## src/rtl/mem_port_arbiter_pkg.sv

```systemverilog
// rtl/mem_port_arbiter_pkg.sv - shared types and helpers for the memory port arbiter
// Purpose: FSM state and owner encodings, counter widths, saturating increment.
package mem_port_arbiter_pkg;

   typedef enum logic [1:0] {
      ST_IDLE   = 2'd0,
      ST_ACCESS = 2'd1,
      ST_RDWAIT = 2'd2
   } state_e;

   typedef enum logic {
      OWN_CPU = 1'b0,
      OWN_IO  = 1'b1
   } owner_e;

   // STARVE_MAX is legal up to 15, READ_LAT up to 7 (lat_cnt holds READ_LAT-1).
   localparam int STARVE_W = 4;
   localparam int LAT_W    = 3;

   function automatic logic [STARVE_W-1:0] sat_inc(input logic [STARVE_W-1:0] v,
                                                   input logic [STARVE_W-1:0] max_v);
      return (v >= max_v) ? max_v : v + 1'b1;
   endfunction

endpackage

```

## src/rtl/mem_port_arbiter_if.sv

```systemverilog
// rtl/mem_port_arbiter_if.sv - requester-side access port bundle
// Purpose: one requester's request/grant/read-return signals.
//   master: requester (drives req/we/addr/wdata, receives gnt/rvalid/rdata)
//   slave : arbiter   (receives req/we/addr/wdata, drives gnt/rvalid/rdata)
interface mem_port_arbiter_if #(
   parameter int ADDR_W = 16,
   parameter int DATA_W = 16
);
   import mem_port_arbiter_pkg::*;

   logic              req;
   logic              we;
   logic [ADDR_W-1:0] addr;
   logic [DATA_W-1:0] wdata;
   logic              gnt;
   logic              rvalid;
   logic [DATA_W-1:0] rdata;

   modport master (output req, we, addr, wdata, input gnt, rvalid, rdata);
   modport slave  (input req, we, addr, wdata, output gnt, rvalid, rdata);

endinterface

```

## src/rtl/mem_port_arbiter_pick.sv

```systemverilog
// rtl/mem_port_arbiter_pick.sv - combinational winner selection
// Purpose: CPU has priority unless IO has been passed over STARVE_MAX times.
// Ports:
//   cpu_req_i, io_req_i : pending requests
//   starve_cnt_i        : consecutive CPU wins over a waiting IO
//   winner_o            : owner id of the access to start
//   any_req_o           : at least one request pending
module mem_port_arbiter_pick
   import mem_port_arbiter_pkg::*;
#(
   parameter int STARVE_MAX = 4
) (
   input  logic                cpu_req_i,
   input  logic                io_req_i,
   input  logic [STARVE_W-1:0] starve_cnt_i,
   output owner_e              winner_o,
   output logic                any_req_o
);

   assign any_req_o = cpu_req_i | io_req_i;
   assign winner_o  = (io_req_i && (!cpu_req_i || starve_cnt_i == STARVE_W'(STARVE_MAX)))
                      ? OWN_IO : OWN_CPU;

endmodule

```

## src/rtl/mem_port_arbiter.sv

```systemverilog
// rtl/mem_port_arbiter.sv - two-requester arbiter for one block RAM port
// Purpose: shares a BRAM port between CPU (priority) and IO (starvation guarded),
//          one access in flight, returns a read-valid pulse after READ_LAT cycles.
// Ports:
//   clk_i, reset_i     : clock, asynchronous active-high reset
//   cpu, io            : requester ports (slave side)
//   mem_addr_o/wdata_o : registered BRAM address / write data
//   mem_wren_o         : registered BRAM write enable
//   mem_rdata_i        : BRAM read data, forwarded to both requesters
//   busy_o             : FSM not idle
module mem_port_arbiter
   import mem_port_arbiter_pkg::*;
#(
   parameter int ADDR_W     = 16,
   parameter int DATA_W     = 16,
   parameter int READ_LAT   = 2,
   parameter int STARVE_MAX = 4
) (
   input  logic              clk_i,
   input  logic              reset_i,
   mem_port_arbiter_if.slave cpu,
   mem_port_arbiter_if.slave io,
   output logic [ADDR_W-1:0] mem_addr_o,
   output logic [DATA_W-1:0] mem_wdata_o,
   output logic              mem_wren_o,
   input  logic [DATA_W-1:0] mem_rdata_i,
   output logic              busy_o
);

   state_e              state_q;
   owner_e              owner_q;
   logic [LAT_W-1:0]    lat_cnt_q;
   logic [STARVE_W-1:0] starve_cnt_q, starve_cnt_d;
   logic [ADDR_W-1:0]   mem_addr_q;
   logic [DATA_W-1:0]   mem_wdata_q;
   logic                mem_wren_q;
   logic                cpu_gnt_q, io_gnt_q, cpu_rvalid_q, io_rvalid_q;

   owner_e              winner;
   logic                any_req;
   logic                sel_we;
   logic [ADDR_W-1:0]   sel_addr;
   logic [DATA_W-1:0]   sel_wdata;

   mem_port_arbiter_pick #(.STARVE_MAX(STARVE_MAX)) u_pick (
      .cpu_req_i    (cpu.req),
      .io_req_i     (io.req),
      .starve_cnt_i (starve_cnt_q),
      .winner_o     (winner),
      .any_req_o    (any_req)
   );

   always_comb begin
      sel_we       = cpu.we;
      sel_addr     = cpu.addr;
      sel_wdata    = cpu.wdata;
      starve_cnt_d = '0;
      if (winner == OWN_IO) begin
         sel_we    = io.we;
         sel_addr  = io.addr;
         sel_wdata = io.wdata;
      end
      // Only a CPU win over a waiting IO advances the guard; anything else clears it.
      if (io.req && winner == OWN_CPU) begin
         starve_cnt_d = sat_inc(starve_cnt_q, STARVE_W'(STARVE_MAX));
      end
   end

   always_ff @(posedge clk_i or posedge reset_i) begin
      if (reset_i) begin
         state_q      <= ST_IDLE;
         owner_q      <= OWN_CPU;
         lat_cnt_q    <= '0;
         starve_cnt_q <= '0;
         mem_addr_q   <= '0;
         mem_wdata_q  <= '0;
         mem_wren_q   <= 1'b0;
         cpu_gnt_q    <= 1'b0;
         io_gnt_q     <= 1'b0;
         cpu_rvalid_q <= 1'b0;
         io_rvalid_q  <= 1'b0;
      end else begin
         cpu_gnt_q    <= 1'b0;
         io_gnt_q     <= 1'b0;
         cpu_rvalid_q <= 1'b0;
         io_rvalid_q  <= 1'b0;
         case (state_q)
            ST_IDLE: begin
               starve_cnt_q <= starve_cnt_d;
               if (any_req) begin
                  // Captured straight into the memory-side registers, so later
                  // requester changes cannot disturb the access in flight.
                  owner_q     <= winner;
                  mem_addr_q  <= sel_addr;
                  mem_wdata_q <= sel_wdata;
                  mem_wren_q  <= sel_we;
                  cpu_gnt_q   <= (winner == OWN_CPU);
                  io_gnt_q    <= (winner == OWN_IO);
                  state_q     <= ST_ACCESS;
               end
            end
            ST_ACCESS: begin
               mem_wren_q <= 1'b0;
               if (mem_wren_q) begin
                  state_q <= ST_IDLE;
               end else begin
                  state_q   <= ST_RDWAIT;
                  lat_cnt_q <= LAT_W'(READ_LAT - 1);
                  // rvalid is registered: raise it on the edge entering lat_cnt==0.
                  if (READ_LAT == 1) begin
                     cpu_rvalid_q <= (owner_q == OWN_CPU);
                     io_rvalid_q  <= (owner_q == OWN_IO);
                  end
               end
            end
            ST_RDWAIT: begin
               if (lat_cnt_q == '0) begin
                  state_q <= ST_IDLE;
               end else begin
                  lat_cnt_q <= lat_cnt_q - 1'b1;
                  if (lat_cnt_q == LAT_W'(1)) begin
                     cpu_rvalid_q <= (owner_q == OWN_CPU);
                     io_rvalid_q  <= (owner_q == OWN_IO);
                  end
               end
            end
            default: state_q <= ST_IDLE;
         endcase
      end
   end

   assign mem_addr_o  = mem_addr_q;
   assign mem_wdata_o = mem_wdata_q;
   assign mem_wren_o  = mem_wren_q;
   assign busy_o      = (state_q != ST_IDLE);

   assign cpu.gnt    = cpu_gnt_q;
   assign cpu.rvalid = cpu_rvalid_q;
   assign cpu.rdata  = mem_rdata_i;
   assign io.gnt     = io_gnt_q;
   assign io.rvalid  = io_rvalid_q;
   assign io.rdata   = mem_rdata_i;

endmodule

```

## src/flat_wrapper.sv

```systemverilog
// flat-port wrapper written by rule: the top's interface ports become plain ports
module mem_port_arbiter_flat import mem_port_arbiter_pkg::*;
#(
   parameter int ADDR_W     = 16,
   parameter int DATA_W     = 16,
   parameter int READ_LAT   = 2,
   parameter int STARVE_MAX = 4
)
  (clk_i, reset_i, mem_addr_o, mem_wdata_o, mem_wren_o, mem_rdata_i, busy_o, cpu_req, cpu_we, cpu_addr, cpu_wdata, cpu_gnt, cpu_rvalid, cpu_rdata, io_req, io_we, io_addr, io_wdata, io_gnt, io_rvalid, io_rdata);
  mem_port_arbiter_if #(.ADDR_W(ADDR_W), .DATA_W(DATA_W)) cpu_i ();
  mem_port_arbiter_if #(.ADDR_W(ADDR_W), .DATA_W(DATA_W)) io_i ();
  input  logic clk_i;
  input  logic reset_i;
  output logic [ADDR_W-1:0] mem_addr_o;
  output logic [DATA_W-1:0] mem_wdata_o;
  output logic mem_wren_o;
  input  logic [DATA_W-1:0] mem_rdata_i;
  output logic busy_o;
  input wire logic [$bits(cpu_i.req)-1:0] cpu_req;
  input wire logic [$bits(cpu_i.we)-1:0] cpu_we;
  input wire logic [$bits(cpu_i.addr)-1:0] cpu_addr;
  input wire logic [$bits(cpu_i.wdata)-1:0] cpu_wdata;
  output wire logic [$bits(cpu_i.gnt)-1:0] cpu_gnt;
  output wire logic [$bits(cpu_i.rvalid)-1:0] cpu_rvalid;
  output wire logic [$bits(cpu_i.rdata)-1:0] cpu_rdata;
  input wire logic [$bits(io_i.req)-1:0] io_req;
  input wire logic [$bits(io_i.we)-1:0] io_we;
  input wire logic [$bits(io_i.addr)-1:0] io_addr;
  input wire logic [$bits(io_i.wdata)-1:0] io_wdata;
  output wire logic [$bits(io_i.gnt)-1:0] io_gnt;
  output wire logic [$bits(io_i.rvalid)-1:0] io_rvalid;
  output wire logic [$bits(io_i.rdata)-1:0] io_rdata;
  assign cpu_i.req = cpu_req;
  assign cpu_i.we = cpu_we;
  assign cpu_i.addr = cpu_addr;
  assign cpu_i.wdata = cpu_wdata;
  assign cpu_gnt = cpu_i.gnt;
  assign cpu_rvalid = cpu_i.rvalid;
  assign cpu_rdata = cpu_i.rdata;
  assign io_i.req = io_req;
  assign io_i.we = io_we;
  assign io_i.addr = io_addr;
  assign io_i.wdata = io_wdata;
  assign io_gnt = io_i.gnt;
  assign io_rvalid = io_i.rvalid;
  assign io_rdata = io_i.rdata;
  mem_port_arbiter #(.ADDR_W(ADDR_W), .DATA_W(DATA_W), .READ_LAT(READ_LAT), .STARVE_MAX(STARVE_MAX)) u_core (.clk_i(clk_i), .reset_i(reset_i), .cpu(cpu_i), .io(io_i), .mem_addr_o(mem_addr_o), .mem_wdata_o(mem_wdata_o), .mem_wren_o(mem_wren_o), .mem_rdata_i(mem_rdata_i), .busy_o(busy_o));
endmodule
```

## config.mk

```make
export PLATFORM = sky130hd
export DESIGN_NAME = mem_port_arbiter_flat
export DESIGN_NICKNAME = d
export VERILOG_FILES = /design/src/rtl/mem_port_arbiter_pkg.sv /design/src/rtl/mem_port_arbiter_if.sv /design/src/rtl/mem_port_arbiter_pick.sv /design/src/rtl/mem_port_arbiter.sv /design/src/flat_wrapper.sv
export SDC_FILE = /design/constraint.sdc
export NUM_CORES = 1
export LEC_CHECK = 0
export ABC_AREA = 1
export ABC_CLOCK_PERIOD_IN_PS = 1800
export BUFFER_PORTS_ARGS = -buffer_cell sky130_fd_sc_hd__buf_2
export CAP_MARGIN = 20
export CORE_ASPECT_RATIO = 0.5
export CORE_MARGIN = 2
export CORE_UTILIZATION = 36
export CTS_CLUSTER_DIAMETER = 200
export DETAILED_ROUTE_END_ITERATION = 7
export PLACE_DENSITY = 0.7
export SETUP_SLACK_MARGIN = 0.2
export SYNTH_ARGS = -nofsm -noshare
export SYNTH_HDL_FRONTEND = slang
export SYNTH_SLANG_ARGS = --single-unit
```

## constraint.sdc

```tcl
create_clock -name clk_i -period 1.8 [get_ports clk_i]
set_input_delay 0 -clock clk_i [delete_from_list [all_inputs] [get_ports clk_i]]
set_output_delay 0 -clock clk_i [all_outputs]
set_load 0.1 [all_outputs]
```

==> impl_metrics.json, run 1 <==
{
  "outcome": "finished clean",
  "layout-drive-gt1-share_pct": 27.2,
  "endpoint": "busy_o",
  "ff2ff_setup_slack_ps": 360,
  "hold_ws_ps": 0.0482,
  "path_clk_slew_ps": 60,
  "synth_area_leader_cell": "dfrtp_1",
  "post_drt_wl_per_cell_microns": 11.8,
  "critPathLaunch": "u_core.state_q[0]$_DFFE_PP0P_",
  "grt_pass1_wl_microns": 10800,
  "worst-path-buf-inv": 3,
  "finalClockSkew_ps": 4.78,
  "slew_violations": 0,
  "routed_wl_microns": 6840,
  "cp-end-kind": "primary output",
  "numPlacedInstances": 567,
  "synthTopCellsByArea": "dfrtp_1 41%, nand2_1 15%, nand3_1 12%, inv_1 10%, buf_4 8.7%",
  "worstPathMaxFanout": 5,
  "htreeDepth": 2,
  "rsz0062_at_grt": "yes",
  "overflow": 0,
  "drc": 0,
  "crit_arrival_ps": 1490,
  "hold_viol_final": 0,
  "final_net_count": 565,
  "drtIter0Drc": 188,
  "fin_crit_ps": 1490,
  "hold_class": "in2out",
  "critical-path-top-delay-family": "buffers and inverters",
  "maxCapViolCount": 0,
  "antenna_found_initial": 0,
  "synth_flop_cell": "dfrtp_1",
  "die_x_microns": 130,
  "max_slew.worst_pin.slew_ps": 496,
  "dieArea_sq_um": 8670,
  "start_util_pct": 38.0,
  "syn_inst": 394,
  "rows": 22,
  "yosysUniqueCellTypes": 21,
  "synth_edf_count": 0,
  "numCtsBuffers": 5,
  "cp.depth": 4,
  "timing.final.ws_setup_ps": 315,
  "cpPeakStageDelay_ps": 430,
  "tns_ps": 0,
  "yosys_warnings": 0,
  "worst-r2r-cell-count": 9,
  "grt_max_degree": 39,
  "syn_area_per_cell_sq_um": 7.22,
  "root_buffer": "clkbuf_16",
  "clock_sinks": 47,
  "syn_area_sq_um": 2840,
  "slew_headroom_pct": 66.9,
  "grtUsageTotal_pct": 16.1,
  "insertion_delay_ps": 280,
  "fmax_mhz": 673,
  "synth_top_area_share_pct": 41.4,
  "stdcell_count": 579,
  "io_pins": 156,
  "core_sq_um": 7490,
  "path_cells": "inv_1, ha_1, inv_4, buf_2",
  "worstPathRequired_ps": 1800,
  "synthMostInstantiatedCell": "nand2_1",
  "hpwl_microns": 4940,
  "cts.path.max_buffers": 2,
  "drt-vias-per-instance": 4.42,
  "ys_seq_elements": 47,
  "crit_slowest_cell": "buf_2",
  "r2r_start": "u_core.starve_cnt_q[0]$_DFFE_PP0P_",
  "reg2reg_to": "u_core.mem_addr_o[5]$_DFFE_PP0P_",
  "start_kind": "flop",
  "routed-via-count": 2557,
  "ant_nets": 0,
  "pre_cts_slack_ps": 192,
  "die_h_microns": 66.9,
  "setup_viol": 0,
  "syn_nets": 488,
  "first_pass_iters": 4,
  "fill_cells": 786,
  "finalCritPeriodShare_pct": 82.5,
  "grt_pass1_vias": 2285,
  "path_class": "reg2out",
  "yosysSeqAreaShare_pct": 41.4,
  "cts_tree": "done",
  "async_reset_ff_share_pct": 100,
  "portBuffers": 107,
  "synthTopCellsByCount": "110 x nand2_1, 77 x inv_1, 71 x nand3_1",
  "syn2layout_area_growth_pct": 21.9,
  "n_antenna_cell": 0,
  "place_congestion": 0.819
}
==> sequential cells by signal, indices dropped and copies added, names as in the netlist <==
signal	cells
u_core.state_q	2
u_core.mem_wdata_o	16
u_core.mem_addr_o	16
u_core.owner_q	1
u_core.lat_cnt_q	3
u_core.io.rvalid	1
u_core.cpu.gnt	1
u_core.io.gnt	1
u_core.mem_wren_o	1
u_core.cpu.rvalid	1
u_core.starve_cnt_q	4
==> layout by cell type (no fill, tap or decap), types with 2 or more instances in the layout <==
cell type      count
clkbuf_16          5
dfrtp_1           47
buf_12             2
nand2_1          110
a21oi_1            2
nor2_1             9
inv_1             76
nand3_1           71
nand4_1            2
buf_4              4
buf_2            107
o21ai_0            7
o21bai_1           2
dlygate4sd3_1      5
ha_1               8
inv_4              2
==> cell families (layout without fill, tap and decap cells) <==
group / after synthesis / after routing / synth area share, %
adders and majority gates: 8 / 8 / 3.52
AOI/OAI and AO/OA: 13 / 13 / 2.51
buffers and inverters: 129 / 206 / 22.7
and+or+nand+nor: 197 / 197 / 29.9
DFF: 47 / 47 / 41.4
==> repair_timing <==
action	in CTS	in global routing
hold buffers	5	0
setup buffers	0	0
setup endpoints to repair	1	35
resized for setup	1	4
hold endpoints to repair	24	0
==> metrics by stage <==
stage	util [%]	area, sq um
2_1_floorplan	-	2850
3_3_place_gp	43.4	3250
3_5_place_dp	43.4	3250
4_1_cts	46.1	3450
5_1_grt	46.3	3470
6_report	46.3	3470
==> worst reg2reg max path: stages, from the launching register on <==
cell     delay, ps
dfrtp_1        350
inv_1           70
ha_1           190
nand3_1        100
nand2_2         90
nand2_4        140
buf_12         190
nand2_1         80
nand3_1         90
nand2_1         50
==> cell type report <==
| type | count | area, sq um | area share (%) |
|---|---|---|---|
| Clock buffer | 6 | 139 | 4.01 |
| Sequential cell | 47 | 1180 | 33.9 |
| Timing Repair Buffer | 120 | 682 | 19.7 |
| Multi-Input combinational cell | 218 | 1030 | 29.6 |
| Tap cell | 108 | 135 | 3.90 |
| Clock inverter | 1 | 5.00 | 0.144 |
| Inverter | 79 | 302 | 8.70 |
==> how the worst min path moves through the flow <==
stage | cells past startpoint | slack [ps] | start | to
after floorplan | 2 | 150 | cpu_wdata[13] | u_core.mem_wdata_o[13]$_DFFE_PP0P_
after global placement | 0 | 1 | mem_rdata_i[7] | cpu_rdata[7]
after detailed placement | 0 | 1 | mem_rdata_i[7] | cpu_rdata[7]
after CTS | 0 | 1 | mem_rdata_i[7] | cpu_rdata[7]
after global routing | 0 | 0.2 | mem_rdata_i[3] | io_rdata[3]
final | 0 | 0.05 | mem_rdata_i[6] | io_rdata[6]
==> per-layer routing <==
metal	track usage (%)	vias to the layer above	wire length (microns)
met3	3.37	16	356
met4	7.26	0	126
met5	0	-	0
met2	26.4	52	3230
met1	20.7	1178	3130
li1	-	1311	-
Power of run 1 is left out: the tool's default activity adds up to more than one toggle a clock period on the data nets, which glitch-free logic cannot reach.
==> run 2: changes to the inputs <==
Settings changed: ABC_CLOCK_PERIOD_IN_PS 1800 to 1300, PLACE_DENSITY 0.7 to 0.73.
Clock period 1.8 ns to 1.3 ns, I/O delays scaled along.
==> run 2 against run 1 <==
The flow now finishes with violations (negative setup slack). Sequential share of layout area down 5.6 points. First-iteration DRC count up 57%. Clock skew down 0.78 ps. Routed wire length up 27%. Die area is the same. Clock-buffer cell count unchanged.
==> impl_metrics.json, run 2 (synthesized netlist as in run 1, its figures left out) <==
{
  "first_pass_iters": 4,
  "hold_viol_final": 0,
  "cellPowerDensity_nw_per_um2": 2940,
  "fill_cells": 629,
  "hold_class": "in2out",
  "start_util_pct": 38.0,
  "internal-power_uw": 5140,
  "die_h_microns": 66.9,
  "worstPathRequired_ps": 1520,
  "drtIter0Drc": 296,
  "cts_tree": "done",
  "switching_share_pct": 58.1,
  "p_sw_uw": 7120,
  "numCtsBuffers": 5,
  "slew_violations": 0,
  "path_clk_slew_ps": 60,
  "outcome": "complete, but fails checks",
  "cpPeakStageDelay_ps": 390,
  "drc": 0,
  "cp-end-kind": "flop",
  "power_frac_clock_pct": 11.6,
  "routed-via-count": 2880,
  "maxCapViolCount": 0,
  "grt_pass1_wl_microns": 12700,
  "combPwrFrac_pct": 67.9,
  "portBuffers": 107,
  "max_slew.worst_pin.slew_ps": 502,
  "crit_path_frequent_cell": "nand3_1",
  "place_congestion": 0.797,
  "rows": 22,
  "ant_nets": 0,
  "clock_sinks": 47,
  "die_x_microns": 130,
  "crit_slowest_cell": "dfrtp_1",
  "grt_pass1_vias": 2652,
  "p_leak_uw": 0.00237,
  "tns_ps": -1800,
  "slew_headroom_pct": 66.8,
  "seq_power_share_pct": 20.4,
  "htreeDepth": 2,
  "final_net_count": 593,
  "core_sq_um": 7490,
  "insertion_delay_ps": 280,
  "place_area_sq_um": 3440,
  "overflow": 0,
  "grt_max_degree": 24,
  "dieArea_sq_um": 8670,
  "io_pins": 156,
  "fmax_mhz": 712,
  "timing.final.ws_setup_ps": -105,
  "layout_commonest_cell": "nand2_1",
  "antenna_found_initial": 1,
  "numPlacedInstances": 579,
  "hpwl_microns": 5120,
  "syn2layout_area_growth_pct": 46.4,
  "violations": "negative setup slack",
  "worstPathMaxFanout": 9,
  "drt-vias-per-instance": 4.74,
  "stdcell_count": 608,
  "finalClockSkew_ps": 4.00,
  "crit_arrival_ps": 1620,
  "setup_viol": 37,
  "root_buffer": "clkbuf_16",
  "final_cell_mix": "104 x nand2_1, 95 x buf_2, 67 x inv_1",
  "path_cells": "inv_2, ha_4, inv_16, nor2_4, buf_6, buf_8, nand3_1, nand3_1",
  "post_drt_wl_per_cell_microns": 14.3,
  "postLayoutCellArea_sq_um": 4160,
  "path_class": "reg2reg",
  "layout-drive-gt1-share_pct": 40.7,
  "rsz0062_at_grt": "yes",
  "cts.path.max_buffers": 2,
  "fin_crit_ps": 1400,
  "ir_worst_vdd_uv": 990,
  "start_kind": "flop",
  "grtUsageTotal_pct": 19.0,
  "routed_wl_microns": 8720,
  "finalCritPeriodShare_pct": 108
}
## run 2: final timing paths
path / start / end / slack, ps / cells past startpoint
min: mem_rdata_i[4] / io_rdata[4] / 0.05 / 0
max in group asynchronous: reset_i / u_core.starve_cnt_q[3]$_DFFE_PP0P_ / 580 / 4
min in group asynchronous: reset_i / u_core.mem_addr_o[5]$_DFFE_PP0P_ / 260 / 3
max: u_core.state_q[1]$_DFFE_PP0P_ / u_core.mem_wdata_o[13]$_DFFE_PP0P_ / -100 / 8
max reg2reg: u_core.state_q[1]$_DFFE_PP0P_ / u_core.mem_wdata_o[13]$_DFFE_PP0P_ / -100 / 8
min reg2reg: u_core.mem_wdata_o[15]$_DFFE_PP0P_ / u_core.mem_wdata_o[15]$_DFFE_PP0P_ / 470 / 2
## run 2: area by class of cell
class                           instances  area (sq um)  area share, %
Sequential cell                        47          1180           28.3
Antenna cell                            1          2.50         0.0601
Inverter                               79           322           7.72
Clock buffer                            6           129           3.09
Clock inverter                          1          30.0          0.721
Tap cell                              108           135           3.25
Multi-Input combinational cell        220          1310           31.4
Timing Repair Buffer                  146          1060           25.5
## run 2: repair_timing
action                                 in CTS  in global routing
gates cloned                                3                  2
endpoints found under the hold margin      17                  0
resized for setup                          42                 37
hold buffers                                5                  0
setup endpoints to repair                  46                 58
pin swaps                                  19                 12
setup buffers                               8                  3
## run 2: power groups by stage
stage	registers [uW]	clock network, uW	logic, uW
after floorplan	6370	0	2420
after global placement	2470	0	7230
after detailed placement	2480	0	7270
after CTS	2480	1420	7930
after global routing	2560	1500	8730
final	2500	1430	8330
## run 2: stage by stage
stage	hold WS (ps)	util, %	setup WS (ps)	power [uW]
2_1_floorplan	23.3	-	-142	8790
3_3_place_gp	1.72	46.0	-49.9	9700
3_5_place_dp	1.72	46.0	-111	9760
4_1_cts	1.72	52.6	-30.1	11800
5_1_grt	0.215	55.6	-149	12800
6_report	0.0482	55.6	-105	12300
## run 2: critical path: cells and delay by family, from the launching register on
| kind | cells | cell delay [ps] |
|---|---|---|
| fa+ha+maj | 1 | 200 |
| buf+inv | 4 | 420 |
| flops | 1 | 390 |
| simple gates | 3 | 310 |
## run 2: layer usage
| layer | global-route usage (%) | up-vias | wire length (microns) |
|---|---|---|---|
| met5 | 0 | - | 0 |
| met4 | 6.99 | 0 | 180 |
| met3 | 3.69 | 27 | 594 |
| met2 | 32.6 | 95 | 4300 |
| met1 | 24.1 | 1384 | 3650 |
| li1 | - | 1374 | - |
(Power assumes the default switching activity.)
==> run 3: changes to the inputs <==
Settings changed: SETUP_SLACK_MARGIN 0.2 to 0.4.
==> run 3 against run 2 <==
The flow still finishes with violations (negative setup slack). Utilization is 5.6 points higher. Non-clock buffer count grew 12. Sequential power grew 13%. Maximum frequency decreased by 6.4%. Register-to-register slack worse by 97 ps. Critical path depth unchanged. Final area grew 10%. Clock skew rose by 3.1 ps. Die area did not move. Sequential cell count stayed put. Critical path type unchanged.
==> impl_metrics.json, run 3 (synthesized netlist as in run 1, its figures left out) <==
{
  "layout-drive-gt1-share_pct": 40.6,
  "setup_viol": 45,
  "ir_worst_vdd_uv": 1640,
  "finalCritPeriodShare_pct": 116,
  "n_antenna_cell": 0,
  "dieArea_sq_um": 8670,
  "syn2layout_area_growth_pct": 61.1,
  "reg2reg_to": "u_core.mem_addr_o[13]$_DFFE_PP0P_",
  "maxCapViolCount": 0,
  "start_util_pct": 38.0,
  "cts.path.max_buffers": 2,
  "fin_crit_ps": 1500,
  "combPwrFrac_pct": 69.4,
  "layout_commonest_cell": "nand2_1",
  "hpwl_microns": 5200,
  "clock_sinks": 47,
  "drc": 0,
  "path_cells": "inv_2, ha_4, inv_16, nor2_4, inv_4, buf_12, nand2_1, nand2_1",
  "antenna_found_initial": 0,
  "final_cell_mix": "95 x nand2_1, 69 x buf_2, 68 x nand3_1",
  "first_pass_iters": 6,
  "final_net_count": 603,
  "multiInputGateArea_sq_um": 1220,
  "drt-vias-per-instance": 4.86,
  "regArea_sq_um": 1180,
  "endpoint": "u_core.mem_addr_o[13]$_DFFE_PP0P_",
  "cts_tree": "done",
  "critPathLaunch": "u_core.state_q[0]$_DFFE_PP0P_",
  "switching_share_pct": 52.6,
  "internal-power_uw": 6900,
  "overflow": 0,
  "core_sq_um": 7490,
  "root_buffer": "clkbuf_16",
  "cp-end-kind": "flop",
  "finalClockSkew_ps": 7.07,
  "path_clk_slew_ps": 60,
  "worst-r2r-cell-count": 8,
  "post_drt_wl_per_cell_microns": 15.1,
  "p_leak_uw": 0.00253,
  "crit_slowest_cell": "dfrtp_1",
  "crit_arrival_ps": 1670,
  "power_frac_clock_pct": 11.3,
  "ff2ff_setup_slack_ps": -200,
  "slew_violations": 0,
  "drtIter0Drc": 246,
  "rsz0062_at_grt": "yes",
  "io_pins": 156,
  "postLayoutCellArea_sq_um": 4580,
  "outcome": "complete, but fails checks",
  "die_h_microns": 66.9,
  "violations": "negative setup slack",
  "place_area_sq_um": 3490,
  "r2r_start": "u_core.state_q[0]$_DFFE_PP0P_",
  "fin_util_pct": 61.2,
  "seq_power_share_pct": 19.4,
  "slew_headroom_pct": 70.1,
  "fill_cells": 553,
  "place_congestion": 0.823,
  "hold_class": "in2out",
  "met2_usage_pct": 30.9,
  "routed_wl_microns": 9320,
  "grtUsageTotal_pct": 18.0,
  "grt_max_degree": 30,
  "die_x_microns": 130,
  "cpPeakStageDelay_ps": 410,
  "p_sw_uw": 7660,
  "max_slew.worst_pin.slew_ps": 448,
  "start_kind": "flop",
  "top_usage_layer": "met2",
  "numCtsBuffers": 5,
  "grt_pass1_vias": 2613,
  "grt_pass1_wl_microns": 12200,
  "path_class": "reg2reg",
  "routed-via-count": 3002,
  "use_met1_pct": 22.4,
  "worstPathRequired_ps": 1470,
  "htreeDepth": 2,
  "worstPathMaxFanout": 23,
  "met3_usage_pct": 3.69,
  "crit_path_frequent_cell": "nand2_1",
  "insertion_delay_ps": 290,
  "portBuffers": 107,
  "ant_nets": 0,
  "hold_viol_final": 0,
  "rows": 22,
  "timing.final.ws_setup_ps": -202,
  "cellPowerDensity_nw_per_um2": 3180,
  "fmax_mhz": 666
}
-- run 3: what timing repair did --
action                                  4_1_cts  5_1_grt
buffers inserted                              7       16
hold buffers                                  5        0
endpoints found under the setup margin       85       79
pin swaps                                     5        7
resized for setup                           110       74
endpoints found under the hold margin        20        0
-- run 3: how the worst min path moves through the flow --
stage | startpoint | to | slack [ps] | cells after the start
floorplan | reset_i | u_core.cpu.gnt$_DFF_PP0_ | 20 | 1
global placement | mem_rdata_i[10] | io_rdata[10] | 1 | 0
detailed placement | mem_rdata_i[10] | io_rdata[10] | 1 | 0
CTS | mem_rdata_i[10] | io_rdata[10] | 1 | 0
global route | mem_rdata_i[14] | cpu_rdata[14] | 0.2 | 0
finish | mem_rdata_i[15] | cpu_rdata[15] | 0.06 | 0
-- run 3: critical path: cells and delay by family (launching register included) --
family        cells  cell delay, ps
buf+inv           4             420
flops             1             410
simple gates      3             330
fa+ha+maj         1             220
-- run 3: metrics by stage --
step	cells	hold WS, ps	power [uW]	TNS (ps)	setup slack [ps]
after detailed placement	582	1.05	9870	-165	-20.8
after floorplan	394	23.3	8800	-3520	-142
final	618	0.0562	14600	-6050	-202
after CTS	602	1.05	12900	-746	-39.5
after global routing	618	0.208	15100	-8070	-251
after global placement	582	1.05	9800	0	9.25
-- run 3: area by class of cell --
cell class                      count  share of cell area, %
Inverter                           79                   7.07
Sequential cell                    47                   25.8
Timing Repair Buffer              158                   33.5
Clock buffer                        6                   2.81
Multi-Input combinational cell    218                   26.6
Clock inverter                      2                   1.31
Tap cell                          108                   2.95
-- run 3: per-layer routing --
layer	share of wire, %	wire length (microns)	vias to the layer above
met2	49	4560	170
met1	40	3710	1406
li1	-	-	1387
met5	0	0	-
met3	7.6	712	39
met4	3.6	338	0
-- run 3: power by group through the flow --
stage,Clock [uW],Combinational (uW),Sequential [uW]
CTS,1640,8640,2660
finish,1640,10100,2820
floorplan,0,2430,6370
global placement,0,7290,2510
global route,1720,10500,2880
detailed placement,0,7370,2500
